File: src/rtl/fsm_pattern_sequencer_if.sv
// Host and FSM-side signal bundle for fsm_pattern_sequencer.
// The mismatch_cnt signal exists only when SEQ_MISMATCH_CNT_EN is defined.
interface fsm_pattern_sequencer_if #(
  parameter int unsigned LEN = 8
`ifdef SEQ_MISMATCH_CNT_EN
  , parameter int unsigned CW = $clog2(LEN + 1)
`endif
);
  logic           start;
  logic           abort;
  logic [LEN-1:0] pattern_in;
  logic [LEN-1:0] expected_in;
  logic           busy;
  logic           done;
  logic           match;
  logic [LEN-1:0] y_capture;
  logic           fsm_reset;
  logic           fsm_x;
  logic           fsm_y;
`ifdef SEQ_MISMATCH_CNT_EN
  logic [CW-1:0]  mismatch_cnt;
`endif

  modport slave (
    input  start, abort, pattern_in, expected_in, fsm_y,
`ifdef SEQ_MISMATCH_CNT_EN
    output mismatch_cnt,
`endif
    output busy, done, match, y_capture, fsm_reset, fsm_x
  );

  modport master (
    output start, abort, pattern_in, expected_in, fsm_y,
`ifdef SEQ_MISMATCH_CNT_EN
    input  mismatch_cnt,
`endif
    input  busy, done, match, y_capture, fsm_reset, fsm_x
  );
endinterface

File: src/rtl/fsm_pattern_sequencer.sv
// Drives an x/y sequence-detector FSM through a LEN-bit pattern (LSB first), captures y and
// compares it with an expected word. SEQ_MISMATCH_CNT_EN adds a registered popcount of differences.
module fsm_pattern_sequencer #(
  parameter int unsigned LEN = 8
`ifdef SEQ_MISMATCH_CNT_EN
  , parameter int unsigned CW = $clog2(LEN + 1)
`endif
) (
  input logic                    clk_i,
  input logic                    reset_i,
  fsm_pattern_sequencer_if.slave bus_io
);
  localparam int unsigned CntW = (LEN > 1) ? $clog2(LEN) : 1;

  typedef enum logic [1:0] {StIdle, StClr, StRun, StDone} state_e;

  state_e          state_q, state_d;
  logic [LEN-1:0]  shift_q, shift_d;
  logic [LEN-1:0]  exp_q, exp_d;
  logic [LEN-1:0]  ycap_q, ycap_d;
  logic [LEN-1:0]  cap_word;
  logic [CntW-1:0] cnt_q, cnt_d;
  logic            match_q, match_d;
  logic            run_last;
`ifdef SEQ_MISMATCH_CNT_EN
  logic [CW-1:0]   mis_q, mis_d, pop;
`endif

  assign run_last = (cnt_q == CntW'(LEN - 1));

  // Capture word including the bit being sampled this cycle, so DONE sees all LEN bits.
  always_comb begin
    cap_word        = ycap_q;
    cap_word[cnt_q] = bus_io.fsm_y;
  end

`ifdef SEQ_MISMATCH_CNT_EN
  always_comb begin
    pop = '0;
    for (int i = 0; i < LEN; i++) begin
      pop = pop + CW'(cap_word[i] ^ exp_q[i]);
    end
  end
`endif

  always_comb begin
    state_d = state_q;
    shift_d = shift_q;
    exp_d   = exp_q;
    ycap_d  = ycap_q;
    cnt_d   = cnt_q;
    match_d = match_q;
`ifdef SEQ_MISMATCH_CNT_EN
    mis_d   = mis_q;
`endif
    unique case (state_q)
      StIdle: begin
        if (bus_io.start) begin
          state_d = StClr;
          shift_d = bus_io.pattern_in;
          exp_d   = bus_io.expected_in;
          ycap_d  = '0;
          cnt_d   = '0;
          match_d = 1'b0;
`ifdef SEQ_MISMATCH_CNT_EN
          mis_d   = '0;
`endif
        end
      end
      StClr: begin
        state_d = StRun;
      end
      StRun: begin
        ycap_d  = cap_word;
        shift_d = shift_q >> 1;
        cnt_d   = cnt_q + CntW'(1);
        if (run_last) begin
          state_d = StDone;
`ifdef SEQ_MISMATCH_CNT_EN
          mis_d   = pop;
          match_d = (pop == '0);
`else
          match_d = (cap_word == exp_q);
`endif
        end
      end
      StDone: begin
        state_d = StIdle;
      end
      default: state_d = StIdle;
    endcase
    // Abort wins over every transition and discards the bit being sampled this cycle.
    if (bus_io.abort && (state_q != StIdle)) begin
      state_d = StIdle;
      shift_d = shift_q;
      ycap_d  = ycap_q;
      cnt_d   = cnt_q;
      match_d = 1'b0;
`ifdef SEQ_MISMATCH_CNT_EN
      mis_d   = mis_q;
`endif
    end
  end

  always_ff @(posedge clk_i or posedge reset_i) begin
    if (reset_i) begin
      state_q <= StIdle;
      shift_q <= '0;
      exp_q   <= '0;
      ycap_q  <= '0;
      cnt_q   <= '0;
      match_q <= 1'b0;
`ifdef SEQ_MISMATCH_CNT_EN
      mis_q   <= '0;
`endif
    end else begin
      state_q <= state_d;
      shift_q <= shift_d;
      exp_q   <= exp_d;
      ycap_q  <= ycap_d;
      cnt_q   <= cnt_d;
      match_q <= match_d;
`ifdef SEQ_MISMATCH_CNT_EN
      mis_q   <= mis_d;
`endif
    end
  end

  assign bus_io.busy      = (state_q != StIdle);
  assign bus_io.fsm_reset = (state_q != StRun);
  assign bus_io.fsm_x     = (state_q == StRun) & shift_q[0];
  assign bus_io.y_capture = ycap_q;
  assign bus_io.done      = (state_q == StDone) & ~bus_io.abort;
  assign bus_io.match     = match_q;
`ifdef SEQ_MISMATCH_CNT_EN
  assign bus_io.mismatch_cnt = mis_q;
`endif
endmodule

File: src/flat_wrapper.sv
// flat-port wrapper written by rule: the top's interface ports become plain ports
module fsm_pattern_sequencer_flat 
#(
  parameter int unsigned LEN = 8

)
  (clk_i, reset_i, bus_io_start, bus_io_abort, bus_io_pattern_in, bus_io_expected_in, bus_io_fsm_y, bus_io_busy, bus_io_done, bus_io_match, bus_io_y_capture, bus_io_fsm_reset, bus_io_fsm_x);
  fsm_pattern_sequencer_if #(.LEN(LEN)) bus_io_i ();
  input logic clk_i;
  input logic reset_i;
  input wire logic [$bits(bus_io_i.start)-1:0] bus_io_start;
  input wire logic [$bits(bus_io_i.abort)-1:0] bus_io_abort;
  input wire logic [$bits(bus_io_i.pattern_in)-1:0] bus_io_pattern_in;
  input wire logic [$bits(bus_io_i.expected_in)-1:0] bus_io_expected_in;
  input wire logic [$bits(bus_io_i.fsm_y)-1:0] bus_io_fsm_y;
  output wire logic [$bits(bus_io_i.busy)-1:0] bus_io_busy;
  output wire logic [$bits(bus_io_i.done)-1:0] bus_io_done;
  output wire logic [$bits(bus_io_i.match)-1:0] bus_io_match;
  output wire logic [$bits(bus_io_i.y_capture)-1:0] bus_io_y_capture;
  output wire logic [$bits(bus_io_i.fsm_reset)-1:0] bus_io_fsm_reset;
  output wire logic [$bits(bus_io_i.fsm_x)-1:0] bus_io_fsm_x;
  assign bus_io_i.start = bus_io_start;
  assign bus_io_i.abort = bus_io_abort;
  assign bus_io_i.pattern_in = bus_io_pattern_in;
  assign bus_io_i.expected_in = bus_io_expected_in;
  assign bus_io_i.fsm_y = bus_io_fsm_y;
  assign bus_io_busy = bus_io_i.busy;
  assign bus_io_done = bus_io_i.done;
  assign bus_io_match = bus_io_i.match;
  assign bus_io_y_capture = bus_io_i.y_capture;
  assign bus_io_fsm_reset = bus_io_i.fsm_reset;
  assign bus_io_fsm_x = bus_io_i.fsm_x;
  fsm_pattern_sequencer #(.LEN(LEN)) u_core (.clk_i(clk_i), .reset_i(reset_i), .bus_io(bus_io_i));
endmodule
File: config.mk
export PLATFORM = sky130hd
export DESIGN_NAME = fsm_pattern_sequencer_flat
export DESIGN_NICKNAME = d
export VERILOG_FILES = /design/src/rtl/fsm_pattern_sequencer_if.sv /design/src/rtl/fsm_pattern_sequencer.sv /design/src/flat_wrapper.sv
export SDC_FILE = /design/constraint.sdc
export NUM_CORES = 1
export LEC_CHECK = 0
export BUFFER_PORTS_ARGS = -buffer_cell sky130_fd_sc_hd__buf_2
export CAP_MARGIN = 20
export CELL_PAD_IN_SITES_DETAIL_PLACEMENT = 1
export CELL_PAD_IN_SITES_GLOBAL_PLACEMENT = 2
export CORE_MARGIN = 8
export CORE_UTILIZATION = 38
export CTS_BUF_LIST = sky130_fd_sc_hd__clkbuf_8
export CTS_CLUSTER_DIAMETER = 150
export CTS_CLUSTER_SIZE = 10
export DETAILED_ROUTE_END_ITERATION = 12
export PLACE_DENSITY = 0.85
export SETUP_SLACK_MARGIN = 0.15
export SLEW_MARGIN = 5
export SYNTH_ARGS = -nofsm -noshare
export SYNTH_HDL_FRONTEND = slang
export SYNTH_SLANG_ARGS = --single-unit
export TNS_END_PERCENT = 30
File: constraint.sdc
create_clock -name clk_i -period 3.9 [get_ports clk_i]
set_input_delay 0.585 -clock clk_i [delete_from_list [all_inputs] [get_ports clk_i]]
set_output_delay 0.585 -clock clk_i [all_outputs]
set_load 0.005 [all_outputs]
# Word-level counts from Yosys, hierarchy flattened
# Cells that the tools add are included.
totals:
  word_cells: 49
  register_bits: 30
classes:
  reduce_logical: 10
  mux: 17
  n_eq_ne: 9
  n_lt_le_gt_ge: 2
  addsub: 1
  bitwise_logic: 4
op_table:
  columns: ["cell", "count"]
  rows:
  - ["one-hot mux 8 bit (2 select lines)", 2]
  - ["two-way mux 8 bit", 2]
  - ["bitwise mux 8 bit", 1]
  - ["equality test 8 bit", 1]
  - ["one-hot mux 2 bit (4 select lines)", 1]
  - ["two-way mux 2 bit", 3]
  - ["one-hot mux 3 bit (2 select lines)", 1]
  - ["AND reduction 3 bit", 2]
  - ["equality test 2 bit, second input constant", 2]
  - ["< comparator 3 x 4 -> 1 bit, second input constant", 1]
  - ["two-way mux 1 bit", 4]
  - ["!= test 2 bit, second input constant", 2]
  - ["AND reduction 2 bit", 2]
  - ["nonzero test 2 bit", 2]
  - ["adder 3 x 1 -> 3 bit, second input constant", 1]
  - ["demux 1 bit (select 3 bit)", 1]
  - ["equality test 3 bit, second input constant", 1]
  - ["greater-or-equal comparator 3 x 1 -> 1 bit, second input constant", 1]
  - ["two-way mux 3 bit", 1]
  - ["!= test 3 x 1 -> 1 bit, second input constant", 1]
  - ["!= test 3 x 2 -> 1 bit, second input constant", 1]
  - ["nonzero test 3 bit", 1]
  - ["AND 1 bit", 2]
  - ["equality test 2 x 1 -> 1 bit, second input constant", 1]
  - ["4 further kinds", 6]

# Logic depth before layout (Yosys ltp)
# Gate-level depths: netlist (run 1).
depth:
  depth_word: 9
  mapped_depth: 9
  mapped_depth_nobuf: 7

# Worst setup path before layout (run 1)
# OpenSTA, ideal clock, no wires.
synth_timing:
  kind: "reg-to-reg"
  startpoint: "register u_core.state_q[0]"
  endpoint: "register u_core.cnt_q[1]"
  required_time_ps: 3779
  arrival_ps: 1560
  slack_ps: 2218
  stages_incl_launch_ff: 9
  path_cell_list: "dfrtp_1 > inv_1 > ha_1 > buf_2 > and2_1 > buf_2 > nor2_1 > buf_2 > a22o_2"
synth_between:
  elab_chain_len: 4
  elab_cells_between_ends: 9
synth_lines:
  columns: ["element", "line", "source"]
  rows:
  - ["from (decl)", "fsm_pattern_sequencer.sv:17", "state_e state_q, state_d;"]
  - ["from (signal assigned)", "fsm_pattern_sequencer.sv:107", "state_q <= StIdle;"]
  - ["from (signal assigned)", "fsm_pattern_sequencer.sv:117", "state_q <= state_d;"]
  - ["parallel branches: the longest is 4 deep, another holds AND reduction 3 bit", null, null]
  - ["to (signal assigned)", "fsm_pattern_sequencer.sv:121", "cnt_q <= cnt_d;"]
  - ["to (decl)", "fsm_pattern_sequencer.sv:22", "logic [CntW-1:0] cnt_q, cnt_d;"]
# Parallel ways; which one is timed is not known.
# A chain may end at the register's enable or synchronous reset.

# Worst setup path in the final report (run 1)
layout_timing:
  startpoint: "register u_core.state_q[0]"
  endpoint: "register u_core.match_q, in the netlist u_core.bus_io.match"
layout_between:
  elab_chain_len: 4
  elab_cells_between_ends: 10
layout_lines:
  columns: ["element", "line", "source"]
  rows:
  - ["nonzero test 2 bit", "fsm_pattern_sequencer.sv:93", "if (bus_io.abort && (state_q != StIdle)) begin"]
  - ["logical AND 1 bit", "fsm_pattern_sequencer.sv:93", null]
  - ["!= test 3 x 1 -> 1 bit (no source line), or another cell as far along", null, null]
  - ["AND reduction 3 bit (no source line)", null, null]
  - ["to (signal assigned)", "fsm_pattern_sequencer.sv:122", "match_q <= match_d;"]
  - ["to (decl)", "fsm_pattern_sequencer.sv:23", "logic match_q, match_d;"]
# Several ways; a longest one is shown, not always the timed one.

==> results of run 1 <==
worst min path at each step:
stage,startpoint,end,slack (ns),cells after the start
floorplan,u_core.shift_q[0],u_core.shift_q[0],0.45,2
global placement,u_core.shift_q[0],u_core.shift_q[0],0.46,2
detailed placement,u_core.shift_q[0],u_core.shift_q[0],0.47,2
CTS,reset_i,u_core.shift_q[2],0.39,3
global route,reset_i,u_core.exp_q[2],0.42,3
finish,reset_i,u_core.exp_q[2],0.37,3
metal layers:
metal / global-route usage [%] / part of all wire, %
met1: 17.2 / 45
met2: 21.8 / 49
met3: 4.39 / 5.6
met4: 4.37 / 0.45
met5: 0 / 0
cells in the final DEF, fill, tap and decap left out, drive strengths merged, types with 2 or more instances in the layout:
cell,count
and3b,3
nor3,2
nand2b,4
a311oi,3
nand2,20
a22o,2
o21ai,22
buf,35
nor3b,8
nand3,3
a32o,4
dfrtp,30
o221a,2
inv,11
o211ai,3
nor2,8
a21oi,4
o2111ai,2
a31oi,2
ha,5
mux2,7
mux2i,10
clkbuf,6
and2,2
nand3b,3
worst max-delay path, delay by kind of cell, from the launching register on:
family / cells / cell delay [ns]
buffers and inverters: 1 / 0.09
AOI/OAI and AO/OA: 4 / 0.92
and+or+nand+nor: 1 / 0.54
DFF: 1 / 0.40
adders and majority gates: 1 / 0.34
registers in the layout, summed over array words and instances, names as in the netlist:
signal / count
u_core.bus_io.match: 1
u_core.bus_io.y_capture: 8
u_core.cnt_q: 3
u_core.exp_q: 8
u_core.shift_q: 8
u_core.state_q: 2
per-stage QoR:
stage | power [mW] | instances | utilization (%)
floorplan | 0.987 | 180 | -
global placement | 1.11 | 259 | 42.9
detailed placement | 1.15 | 259 | 42.9
CTS | 1.42 | 267 | 45.0
global route | 1.53 | 268 | 45.2
finish | 1.41 | 268 | 45.2
cell type report:
cell class,instances,area [µm²],share of cell area [%]
well taps,54,67.6,3.23
clock inverters,2,12.5,0.598
multi-input cells,130,955,45.6
clock buffers,6,82.6,3.95
repair buffers,35,184,8.79
inverters,11,41.3,1.97
flip-flops and latches,30,751,35.9
logic make-up (layout without fill, tap and decap cells):
kind of cell | Yosys count | in the layout | synth area share (%)
AO/OA/AOI/OAI | 50 | 50 | 19.2
adder cells (fa/ha/maj) | 5 | 5 | 3.48
flip-flops | 30 | 30 | 41.8
AND/OR/NAND/NOR | 56 | 56 | 19.5
multiplexers | 17 | 17 | 9.95
buffers and inverters | 20 | 54 | 5.15
XOR/XNOR | 2 | 2 | 0.974
power breakdown:
group | switching (mW) | total [mW] | internal [mW] | leakage [nW]
clock | 0.119 | 0.260 | 0.142 | 0.0472
combinational | 0.313 | 0.583 | 0.271 | 0.534
sequential | 0.147 | 0.568 | 0.421 | 0.385
total | 0.578 | 1.41 | 0.833 | 0.966
==> results.cfg, run 1 <==
[run_status]
status = finished clean

[clock_network]
postCtsSetupBuffers = 0
cts_tree = done
cts-root-buf = clkbuf_8
clock_sinks = 30
cts_resized = 0
hold_buffers = 0
clockBufferDepth = 2
clkTransAtPathRegs_ns = 0.07
htree_levels = 2
cts_made_buffers = 5
clock_latency_ns = 0.28

[synth]
synthArstFlopShare_pct = 100
synth_area_leaders = dfrtp_1 42%, mux2i_1 5.6%, mux2_2 4.4%
synth_cells = 180
syn_area_um2 = 1800
synth_area_leader_cell = dfrtp_1
synth_cell_types = 45
synth_most_common_cell = dfrtp_1
synth_edf_count = 0
syn_avg_cell_area_um2 = 9.99
synth_top_area_share_pct = 41.8
yosysSeqAreaShare_pct = 41.8
synthesis.nets = 206
synth-main-ff-cell = dfrtp_1
synth_warnings = 0
ys_top_cells_by_count = 30 x dfrtp_1, 20 x nand2_1, 13 x o21ai_0, 11 x inv_1, 10 x mux2i_1
ys_ff_latch = 30

[worst_setup_path]
cp-endpoint = u_core.bus_io.match
crit_type = flip-flop to flip-flop
critPathLaunch = u_core.state_q[0]
r2r_slack_ns = 1.51
slowest_stage = and2_1
r2r_end = u_core.bus_io.match
r2r-start = u_core.state_q[0]
critPathLaunchType = flip-flop
slowest_delay_ns = 0.54
crit_chain = inv_1, ha_1, and2_1, o21ai_1, a31oi_1, o2111ai_1, o31ai_2
reg2reg_depth = 7
critPathMaxFanout = 12
arrival_ns = 2.58
crit_required_ns = 4.09
crit_path_end_kind = flip-flop

[routing]
drt_pass1_iterations = 4
drtIter0Drc = 77
vias_per_cell = 5.60
drc = 0
dr_total_vias = 1500
avgRoutedWirePerCell_um = 17.4
ant_nets = 0
wl_mm = 4.66

[global_route]
grt_usage_pct = 13.7
overflow = 0
antenna_found_initial = 0
grt_pass1_vias = 1572
grt_pass1_wl_mm = 7.99
grt_max_degree = 31

[run]
drv_cap = 0

[sta]
hold_violations = 0
fmax_mhz = 418
setup_ws_ns = 1.51
tns_ns = 0
tightest_slew_ns = 0.713
drv_slew = 0
setup_viol = 0
period_needed_ns = 2.39
worst_hold_slack_ns = 0.373
rsz0062_at_grt = no
slew_headroom_pct = 52.5
period_share_pct = 61.3
fin_skew_ns = 0.00553

[layout]
layout-drive-gt1-share_pct = 29.0
antennaDiodeCount = 0
fillers = 550
area_growth_pct = 16.4
stdcell_area_um2 = 2090
nets = 239

[floorplanning]
die_area_um2 = 7190
ios = 34
die_h_um = 84.8
core_um2 = 4630
start_util_pct = 38.8
fp.dieW_um = 84.8
row_count = 25

[power_and_ir_drop]
powerDensity_nw_per_um2 = 674
p_leak_nw = 0.966
vdd_drop_max_mv = 0.271

[hold_path]
hp-class = input pin to asynchronous set/reset pin

[place]
post-dp-hpwl_mm = 3.42
place_congestion = 0.791
dpl-instance-area_um2 = 1990
pre_cts_ws_ns = 1.40
numPortBuffers = 33
Power figures use the tool's default switching activity.
==> run 2, diff against run 1 <==
- CORE_UTILIZATION: 38 -> 36
- PLACE_DENSITY: 0.85 -> 0.81
- clock period: 3.9 -> 2.25 ns (I/O delays scaled with it)
==> run 2 against run 1 <==
Net effect:
- highest routed layer unchanged
- utilization about the same
- sequential cell count stayed put
- sequential power is 66% higher
- via count increased by 0.93%
- register-to-register slack got worse by 1.1 ns
- worst setup slack lost 1.1 ns
==> results.cfg, run 2 (synthesis results as in run 1) <==
[clock_network]
cts_tree = done
hold_buffers = 0
htree_levels = 2
clkTransAtPathRegs_ns = 0.07
cts_made_buffers = 5
postCtsSetupBuffers = 0
cts_resized = 1
cts-root-buf = clkbuf_8
clock_sinks = 30
clock_latency_ns = 0.29
clockBufferDepth = 2

[power_and_ir_drop]
fin_total_pwr_mw = 2.51
clockPowerShare_pct = 17.9
internal-power_mw = 1.50
sw_frac_of_total_pct = 40.3
vdd_drop_max_mv = 0.492
powerDensity_nw_per_um2 = 1160
p_seq_share_pct = 37.6
power_frac_comb_pct = 44.5
switchingPower_mw = 1.01
p_leak_nw = 1.01

[routing]
wl_mm = 4.85
dr_total_vias = 1514
drt_pass1_iterations = 4
ant_nets = 0
drtIter0Drc = 60
avgRoutedWirePerCell_um = 16.8
drc = 0
vias_per_cell = 5.26

[sta]
setup_ws_ns = 0.401
drv_slew = 0
hold_violations = 0
rsz0062_at_grt = no
fin_skew_ns = 0.00668
tightest_slew_ns = 0.498
period_share_pct = 82.2
setup_viol = 0
fmax_mhz = 541
period_needed_ns = 1.85
tns_ns = 0
worst_hold_slack_ns = 0.117
slew_headroom_pct = 66.8

[worst_setup_path]
reg2reg_depth = 7
arrival_ns = 2.05
critPathMaxFanout = 9
r2r_slack_ns = 0.40
crit_path_end_kind = flip-flop
crit_type = flip-flop to flip-flop
critPathLaunchType = flip-flop
crit_required_ns = 2.45
r2r_end = u_core.bus_io.match
r2r-start = u_core.state_q[0]

[floorplanning]
fp.dieW_um = 86.7
die_area_um2 = 7510
row_count = 25
ios = 34
die_h_um = 86.7
core_um2 = 4790
start_util_pct = 37.6

[place]
numPortBuffers = 33
pre_cts_ws_ns = 0.111
post-dp-hpwl_mm = 3.74
place_congestion = 0.832

[layout]
final_cell_mix = 33 x buf_2, 29 x dfrtp_1, 20 x nand2_1
fillers = 558
nets = 246
finish.utilization_pct = 45.3
seqCellArea_um2 = 752
antennaDiodeCount = 0
area_growth_pct = 20.5
final_common_cell = buf_2
multiInputGateArea_um2 = 965
layout-drive-gt1-share_pct = 32.6

[global_route]
antenna_found_initial = 0
grt_max_degree = 31
overflow = 0
grt_pass1_wl_mm = 8.09
grt_usage_pct = 13.7
grt_pass1_vias = 1615

[run_status]
status = finished clean

[run]
drv_cap = 0

[hold_path]
hp-class = input pin to asynchronous set/reset pin
-- run 2: cell types whose count changed in the layout (fill, tap and decap cells not counted), sizes merged --
cell      delta
clkinvlp     -1
inv          +1
buf          +7
-- run 2: critical path, cell delays in order (launching register included) --
cell and delay, ns:
dfrtp_1 0.40, inv_1 0.09, ha_2 0.27, and2_4 0.25, o21ai_1 0.15, a31oi_1 0.23, o2111ai_1 0.18, o31ai_2 0.20
-- run 2: worst max-delay path by stage --
| stage | start | endpoint | slack (ns) |
|---|---|---|---|
| 6_report | u_core.state_q[0] | u_core.bus_io.match | 0.40 |
| 5_1_grt | u_core.cnt_q[1] | u_core.bus_io.match | 0.19 |
| 4_1_cts | u_core.state_q[0] | u_core.bus_io.match | 0.23 |
| 3_5_place_dp | u_core.state_q[0] | u_core.bus_io.match | 0.11 |
| 3_3_place_gp | u_core.state_q[0] | u_core.bus_io.match | 0.31 |
| 2_1_floorplan | u_core.state_q[0] | u_core.cnt_q[1] | 0.57 |
-- run 2: cell type report --
type / instances / area share, %
Tap cell: 67 / 3.87
Sequential cell: 30 / 34.7
Clock inverter: 2 / 0.404
Clock buffer: 6 / 3.81
Timing Repair Buffer: 42 / 10.7
Multi-Input combinational cell: 130 / 44.5
Inverter: 11 / 1.91
-- run 2: metrics by stage --
step           std cells  instance area, µm²
2_1_floorplan        180                1800
3_3_place_gp         280                2060
3_5_place_dp         280                2060
4_1_cts              288                2160
5_1_grt              288                2170
6_report             288                2170
-- run 2: power groups by stage --
stage	clock network, mW	registers [mW]	logic [mW]
2_1_floorplan	0	0.875	0.837
3_3_place_gp	0	0.931	1.07
3_5_place_dp	0	0.953	1.12
4_1_cts	0.465	0.942	1.12
5_1_grt	0.499	0.972	1.24
6_report	0.449	0.945	1.12
-- run 2: routing by layer --
metal	part of all wire, %	up-vias	GRT usage [%]
met5	0	-	0
met4	1.2	0	4.23
met3	3.9	7	4.63
met2	49	27	22.4
met1	46	744	16.6
li1	-	736	-
==> run 3, diff against run 2 <==
- ABC_AREA: default -> 1
- CORE_UTILIZATION: 36 -> 29
- PLACE_DENSITY: 0.81 -> 0.77
- clock period: 2.25 -> 1.6 ns (I/O delays scaled with it)
==> run 3 against run 2 <==
Net effect:
- wire length shrank 1.6%
- synthesized cell count increased by 28%
- sequential power is 27% higher
- sequential share of layout area decreased by 0.12 points
- clock power rose by 27%
- final cell count up 22%
- register-to-register slack lost 0.27 ns
- clock skew shrank 0.00076 ns
- fmax grew 26%
- first-iteration DRC count fell by 20%
==> results.cfg, run 3 <==
[layout]
layout-drive-gt1-share_pct = 25.1
final_cell_mix = 52 x nand2_1, 36 x inv_1, 33 x buf_2
seqCellArea_um2 = 752
multiInputGateArea_um2 = 807
area_growth_pct = 25.2
stdcell_area_um2 = 2170
fillers = 740
nets = 301
antennaDiodeCount = 0
final_common_cell = nand2_1
final_cells = 350

[global_route]
grt_pass1_vias = 1725
grt_max_degree = 31
grt_usage_pct = 11.9
grt_pass1_wl_mm = 8.29
antenna_found_initial = 0
overflow = 0

[floorplanning]
die_h_um = 93.4
start_util_pct = 29.7
fp.dieW_um = 93.4
row_count = 28
ios = 34
core_um2 = 5850
die_area_um2 = 8720

[synth]
synthesis.nets = 256
synth_cell_types = 23
synth_edf_count = 0
syn_avg_cell_area_um2 = 7.55
synth_area_leaders = dfrtp_1 43%, nand2_1 11%, inv_1 8.4%
ys_top_cells_by_count = 53 x nand2_1, 39 x inv_1, 30 x dfrtp_1, 27 x nand3_1, 15 x nor2_1
synth_cells = 230
synthArstFlopShare_pct = 100
syn_area_um2 = 1740
synth_warnings = 0
ys_ff_latch = 30
synth_most_common_cell = nand2_1
yosysSeqAreaShare_pct = 43.3
synth_area_leader_cell = dfrtp_1
synth-main-ff-cell = dfrtp_1
synth_top_area_share_pct = 43.3

[sta]
period_needed_ns = 1.47
worst_hold_slack_ns = 0.0373
hold_violations = 0
slew_headroom_pct = 71.7
rsz0062_at_grt = yes
setup_viol = 0
setup_ws_ns = 0.133
tightest_slew_ns = 0.425
fin_skew_ns = 0.00592
drv_slew = 0
period_share_pct = 91.7
fmax_mhz = 682
tns_ns = 0

[power_and_ir_drop]
powerDensity_nw_per_um2 = 1720
sw_frac_of_total_pct = 42.6
switchingPower_mw = 1.59
p_leak_nw = 1.13
p_seq_share_pct = 32.2
clockPowerShare_pct = 15.3
power_frac_comb_pct = 52.5
internal-power_mw = 2.14
vdd_drop_max_mv = 0.679

[worst_setup_path]
crit_type = flip-flop to flip-flop
reg2reg_depth = 9
crit_path_end_kind = flip-flop
r2r-start = u_core.state_q[1]
arrival_ns = 1.64
r2r_end = u_core.shift_q[0]
crit_required_ns = 1.77
critPathMaxFanout = 18
critPathLaunchType = flip-flop
r2r_slack_ns = 0.13

[routing]
vias_per_cell = 4.69
drtIter0Drc = 48
dr_total_vias = 1642
wl_mm = 4.77
ant_nets = 0
drt_pass1_iterations = 4
avgRoutedWirePerCell_um = 13.6
drc = 0

[clock_network]
cts-root-buf = clkbuf_8
clkTransAtPathRegs_ns = 0.07
cts_made_buffers = 5
clock_sinks = 30
htree_levels = 2
hold_buffers = 0
clockBufferDepth = 2
cts_tree = done
clock_latency_ns = 0.28

[place]
pre_cts_ws_ns = 0.0541
place_inst = 338
numPortBuffers = 33
place_congestion = 0.777
post-dp-hpwl_mm = 3.51
dpl-instance-area_um2 = 2010

[run_status]
status = finished clean

[run]
drv_cap = 0

[hold_path]
hp-class = input pin to asynchronous set/reset pin
run 3: changes by cell type after synthesis, moves of 5 or more:
cell     change
nand2_1     +33
inv_1       +28
nand3_1     +25
mux2i_1     -10
nand4_1      +9
mux2_2       -7
nor2_1       +7
a21oi_1      +5
nor3b_1      -5
o21ai_1      -5
run 3: routing by layer:
metal | vias up | GRT usage, % | wire (µm) | share of wire (%)
met1 | 778 | 14.6 | 2240 | 47
li1 | 832 | - | - | -
met5 | - | 0 | 0 | 0
met2 | 24 | 19.2 | 2240 | 47
met3 | 8 | 3.37 | 200 | 4.2
met4 | 0 | 4.56 | 84 | 1.8
run 3: how the worst max path moves through the flow:
stage                            from                          to  slack [ns]  depth (start not counted)
floorplan           u_core.state_q[0]           u_core.shift_q[0]        0.16                          7
global placement    u_core.state_q[0]           u_core.shift_q[6]        0.10                          7
detailed placement  u_core.state_q[0]  u_core.bus_io.y_capture[5]        0.05                          8
CTS                 u_core.state_q[1]           u_core.shift_q[5]        0.12                          9
global route        u_core.state_q[1]           u_core.shift_q[2]        0.03                          9
finish              u_core.state_q[1]           u_core.shift_q[0]        0.13                          9
run 3: layout make-up:
class	count	share of cell area, %
inverter	40	6.91
tap	75	4.32
sequential	30	34.6
timing repair buffer	47	13.5
multi-input combinational	151	37.1
clock buffer	5	3.17
clock inverter	2	0.345
run 3: repair_timing:
action / CTS / global route
setup buffers: 5 / 0
setup endpoints to repair: 25 / 26
gates resized for setup: 13 / 5
pin swaps: 1 / 0
run 3: through the flow:
| stage | utilization [%] | total power, mW |
|---|---|---|
| final | 37.1 | 3.73 |
| after global routing | 37.1 | 4.11 |
| after CTS | 37.0 | 3.74 |
| after detailed placement | 34.3 | 2.96 |
| after global placement | 34.3 | 2.93 |
| after floorplan | - | 2.45 |
run 3: kinds of logic (layout without fill, tap and decap cells):
logic type / count (synthesis) / count (layout) / synth area share, %
DFF: 30 / 30 / 43.3
AOI/OAI and AO/OA: 37 / 37 / 12.2
and+or+nand+nor: 109 / 109 / 28.3
buffers and inverters: 49 / 94 / 12.6
adders and majority gates: 5 / 5 / 3.60
run 3: worst max-delay path: stages, from the launching register on:
cell and delay [ns]:
dfrtp_1 0.43, inv_2 0.10, ha_4 0.17, inv_2 0.06
nand2_4 0.08, nand2_2 0.08, nor2_4 0.13, buf_12 0.15
nand2_1 0.05, o21a_1 0.10
run 3: power groups by stage:
stage | clock (mW) | combinational (mW) | sequential [mW]
after floorplan | 0 | 1.29 | 1.16
after global placement | 0 | 1.74 | 1.19
after detailed placement | 0 | 1.76 | 1.20
after CTS | 0.595 | 1.95 | 1.20
after global routing | 0.625 | 2.26 | 1.23
final | 0.571 | 1.96 | 1.20
